### src/rtl/mac_dot_seq.sv
// Feeder/collector around a signed 8x8 multiply-accumulator: streams VEC_LEN
// operand pairs into the MAC, flushes its pipeline and returns one dot product.
module mac_dot_seq #(
  parameter int VEC_LEN = 4,
  parameter int DW      = 8,
  parameter int AW      = 18
) (
  input  logic                 clk,
  input  logic                 aclr_n,
  input  logic                 abort,
  input  logic                 in_valid,
  output logic                 in_ready,
  input  logic signed [DW-1:0] in_a,
  input  logic signed [DW-1:0] in_b,
  output logic                 res_valid,
  input  logic                 res_ready,
  output logic signed [AW-1:0] res_data,
  output logic signed [DW-1:0] mac_dataa,
  output logic signed [DW-1:0] mac_datab,
  output logic                 mac_clken,
  output logic                 mac_sload,
  input  logic signed [AW-1:0] mac_adder_out
);

  localparam logic [1:0] S_RUN   = 2'd0;
  localparam logic [1:0] S_FLUSH = 2'd1;
  localparam logic [1:0] S_CAPT  = 2'd2;
  localparam logic [1:0] S_DONE  = 2'd3;

  localparam logic [2:0] LAST_IDX = 3'(VEC_LEN - 1);

  logic [1:0]          r_state;
  logic [2:0]          r_elem_cnt;
  logic                r_res_valid;
  logic signed [AW-1:0] r_res_data;

  logic w_in_ready;
  logic w_accept;

  // in_ready is gated by aclr_n so nothing is accepted while reset is held.
  assign w_in_ready = (r_state == S_RUN) & aclr_n & ~abort;
  assign w_accept   = in_valid & w_in_ready;

  assign in_ready  = w_in_ready;
  assign res_valid = r_res_valid;
  assign res_data  = r_res_data;

  always_comb begin
    mac_dataa = '0;
    mac_datab = '0;
    mac_clken = 1'b0;
    mac_sload = 1'b0;
    case (r_state)
      S_RUN: begin
        mac_dataa = in_a;
        mac_datab = in_b;
        mac_sload = (r_elem_cnt == 3'd0);
        mac_clken = w_accept;
      end
      // Zero operands clock the last product through without adding anything new.
      S_FLUSH: mac_clken = aclr_n;
      default: begin
        mac_clken = 1'b0;
      end
    endcase
  end

  always_ff @(posedge clk or negedge aclr_n) begin
    if (!aclr_n) begin
      r_state     <= S_RUN;
      r_elem_cnt  <= 3'd0;
      r_res_valid <= 1'b0;
      r_res_data  <= '0;
    end else if (abort) begin
      r_state     <= S_RUN;
      r_elem_cnt  <= 3'd0;
      r_res_valid <= 1'b0;
    end else begin
      case (r_state)
        S_RUN: begin
          if (w_accept) begin
            if (r_elem_cnt == LAST_IDX) begin
              r_elem_cnt <= 3'd0;
              r_state    <= S_FLUSH;
            end else begin
              r_elem_cnt <= r_elem_cnt + 3'd1;
            end
          end
        end
        S_FLUSH: r_state <= S_CAPT;
        S_CAPT: begin
          r_res_data  <= mac_adder_out;
          r_res_valid <= 1'b1;
          r_state     <= S_DONE;
        end
        S_DONE: begin
          if (r_res_valid && res_ready) begin
            r_res_valid <= 1'b0;
            r_state     <= S_RUN;
          end
        end
        default: r_state <= S_RUN;
      endcase
    end
  end

endmodule
### config.mk
export PLATFORM = sky130hd
export DESIGN_NAME = mac_dot_seq
export DESIGN_NICKNAME = d
export VERILOG_FILES = /design/src/rtl/mac_dot_seq.sv
export SDC_FILE = /design/constraint.sdc
export NUM_CORES = 1
export LEC_CHECK = 0
export ABC_AREA = 0
export CAP_MARGIN = 0
export CORE_ASPECT_RATIO = 1.1
export CORE_MARGIN = 10
export CORE_UTILIZATION = 36
export CTS_CLUSTER_DIAMETER = 40
export DETAILED_ROUTE_END_ITERATION = 8
export PLACE_DENSITY = 0.79
export RECOVER_POWER = 25
export SYNTH_ARGS = -nofsm -noshare
export SYNTH_HDL_FRONTEND = slang
export SYNTH_SLANG_ARGS = --single-unit
### constraint.sdc
create_clock -name clk -period 1.7 [get_ports clk]
set_input_delay 0.255 -clock clk [delete_from_list [all_inputs] [get_ports clk]]
set_output_delay 0.255 -clock clk [all_outputs]
set_load 0.005 [all_outputs]
==> qor.yml <==
timing:
  hold_ws_ps: 319
  finalMaxSlewViolations: 0
  fin_crit_sh_pct: 105
  clock.fmax_mhz: 558
  period_needed_ps: 1790
  rsz0062_at_grt: "yes"
  setup_tns_ps: -113
  relSlewSlack_pct: 84.1
  worst_pin_slew_ps: 239
  finalSetupViolCount: 2
  finalHoldViolCount: 0
  fin_skew_ps: 4.95
  worst_slack_ps: -91.9
clock_network:
  numCtsBuffers: 3
  cts_sinks: 24
  ctsLongestPathBuffers: 2
  clk_pin_slew_ps: 130
  clk_latency_ps: 320
  cts_tree: "done"
  htree_num_levels: 1
  root_buffer: "clkbuf_4"
yosys:
  synth.net_count: 145
  syn_area_sq_um: 1240
  ys_types: 23
  syn_inst: 99
  synth-seq-cells: 24
  postSynthAreaPerCell_sq_um: 12.5
  ys_seq_area_share_pct: 48.6
  synth_warnings: 0
critical_path:
  cp_data_required_time_ps: 1440
  cp_max_fo: 3
  crit_start: "r_state[0]$_DFFE_PN0P_"
  crit_family: "flip-flops"
  crit_type: "flip-flop to primary output"
  r2r_start: "r_state[1]$_DFFE_PN0P_"
  crit_buf_inv: 3
  cp_slowest_cell: "dfrtp_1"
  slowest_delay_ps: 410
  crit_arrival_ps: 1540
  cp-end-kind: "primary output"
  start_kind: "flip-flop"
  crit_chain: "inv_2 > ha_4 > buf_6 > nor2b_4 > a21oi_2 > nor2b_1 > buf_2"
hold_path:
  hold_class: "primary input to asynchronous set/reset pin"
finish:
  n_fill_cell: 233
  diodes: 0
  multi_input_area_sq_um: 653
  nNetsFinal: 243
  register_area_sq_um: 601
  drive_above_1_share_pct: 38.8
  syn_to_final_growth_pct: 86.6
place:
  place.gp.congestion: 0.731
  dpl.hpwl_um: 3280
  place_ws_ps: -131
  io_buffers: 76
power:
  leakage_nw: 1.05
  combPwrFrac_pct: 61.8
  power_density_nw_per_um2: 1580
  netSwitchingFraction_pct: 29.8
  clkPwrFrac_pct: 11.2
  intPower_w: 0.00256
  seq_power_share_pct: 27.0
  p_switching_w: 0.00109
  vdd_drop_max_uv: 868
route:
  drc: 0
  drt_wl_total_um: 4300
  wire_per_inst_um: 17.6
  first_pass_iters: 4
  via_count: 1141
  drt_iter0_drc: 75
  ant_nets: 0
  viasPerCell: 4.68
floorplan:
  num_io_pins: 77
  initial_core_util_pct: 37.1
  dieWidth_um: 75.9
  chipHeight_um: 81.5
  row_count: 22
  core_region_area_sq_um: 3330
  die_area_sq_um: 6180
grt:
  antenna_found_initial: 0
  grt_pass1_vias: 1266
  grtUsageTotal_pct: 13.6
  grt.overflow.total: 0
  grt_pass1_wl_um: 6560
  grt_max_degree: 18
outcome:
  status: "finished, violations left"
  failed_checks: "setup timing"
job:
  max_cap_violations: 0
==> path summary, 6_finish.rpt <==
check                                            endpoint  slack (ps)  cells past startpoint
worst max-delay path                            mac_clken         -90                      7
worst min-delay path            r_elem_cnt[1]$_DFFE_PN0P_         320                      2
worst max register to register     r_state[1]$_DFFE_PN0P_          80                      8
worst min register to register   res_data[11]$_DFFE_PN0P_         520                      1
max in group asynchronous         res_data[5]$_DFFE_PN0P_        1160                      2
min in group clk                 res_data[11]$_DFFE_PN0P_         520                      1
==> area by class of cell <==
cell class	count	area share, %
multi-input cells	65	28.3
well taps	48	2.60
inverters	6	0.976
clock buffers	3	0.976
flip-flops and latches	24	26.0
repair buffers	97	39.8
clock inverters	1	1.30
==> power by group through the flow <==
| stage | Clock (W) | Combinational, W | Sequential [W] |
|---|---|---|---|
| floorplan | 0 | 0.000752 | 0.000990 |
| detailed placement | 0 | 0.00195 | 0.000991 |
| CTS | 0.000424 | 0.00211 | 0.000987 |
| global route | 0.000451 | 0.00243 | 0.00102 |
| global placement | 0 | 0.00190 | 0.000961 |
| finish | 0.000411 | 0.00225 | 0.000985 |
==> cell families after synthesis <==
group | synth area share, %
AO/OA/AOI/OAI | 3.64
buffers and inverters | 4.35
adder cells (fa/ha/maj) | 7.08
flip-flops | 48.6
multiplexers | 21.9
AND/OR/NAND/NOR | 14.5
==> flip-flops by register name, summed over array words and instances (netlist names) <==
name        cells
res_data       18
r_elem_cnt      3
r_state         2
res_valid       1
==> cell usage after synthesis <==
| master | n | area share [%] |
|---|---|---|
| clkbuf_1 | 1 | 0.30 |
| mux2i_1 | 3 | 2.4 |
| o21ai_0 | 1 | 0.40 |
| and2_1 | 17 | 8.6 |
| nor2_1 | 1 | 0.30 |
| inv_1 | 6 | 1.8 |
| nand2_1 | 3 | 0.91 |
| a211o_1 | 1 | 0.71 |
| mux2_4 | 10 | 12 |
| buf_6 | 2 | 1.8 |
| nor2b_1 | 3 | 1.5 |
| ha_1 | 7 | 7.1 |
| a32oi_1 | 1 | 0.71 |
| nand2b_1 | 1 | 0.51 |
| nand3_1 | 1 | 0.40 |
| dfrtp_1 | 24 | 49 |
| o21bai_1 | 1 | 0.61 |
| and3_1 | 2 | 1.0 |
| nand4b_1 | 1 | 0.71 |
| buf_2 | 1 | 0.40 |
| nand4_1 | 1 | 0.51 |
| a21oi_1 | 3 | 1.2 |
| mux2_2 | 8 | 7.3 |
==> per-stage QoR <==
| step | cell area, sq um | instances | power (W) | util, % |
|---|---|---|---|---|
| 3_5_place_dp | 2130 | 231 | 0.00294 | 64.0 |
| 5_1_grt | 2310 | 244 | 0.00390 | 69.3 |
| 2_1_floorplan | 1240 | 99 | 0.00174 | - |
| 4_1_cts | 2230 | 243 | 0.00352 | 67.0 |
| 6_report | 2310 | 244 | 0.00365 | 69.3 |
| 3_3_place_gp | 2130 | 231 | 0.00286 | 64.0 |
==> cells in the final DEF (no fill, tap or decap), drive strengths merged <==
master / count
a211o: 1
a21oi: 3
a32oi: 1
and2: 17
and3: 2
buf: 34
bufinv: 1
clkbuf: 7
clkdlybuf4s15: 2
clkdlybuf4s50: 57
dfrtp: 24
ha: 7
inv: 6
mux2: 18
mux2i: 3
nand2: 3
nand2b: 1
nand3: 1
nand4: 1
nand4b: 1
nor2: 1
nor2b: 3
o21ai: 1
o21bai: 1
==> worst reg2reg max path: stages (launching register included) <==
cell and delay, ps:
dfrtp_1 400, inv_2 60, ha_4 160, buf_6 120
nor2b_4 130, buf_4 130, buf_4 120, a32oi_2 230
mux2i_1 210
==> routing by layer <==
layer  global-route usage [%]  up-vias  routed length (um)
li1                         -      523                   -
met1                     15.1      564                1650
met2                     24.7       48                2230
met3                     5.19        6                 382
met4                     1.67        0                  35
met5                        0        -                   0
==> timing repair <==
action                                  in CTS  in global routing
endpoints found under the setup margin      19                 38
pin swaps                                    3                  1
hold endpoints to repair                     0                  0
gates cloned                                 1                  2
setup buffers                                7                  1
hold buffers                                 0                  0
gates resized for setup                     81                 20
Power figures use the tool's default switching activity.
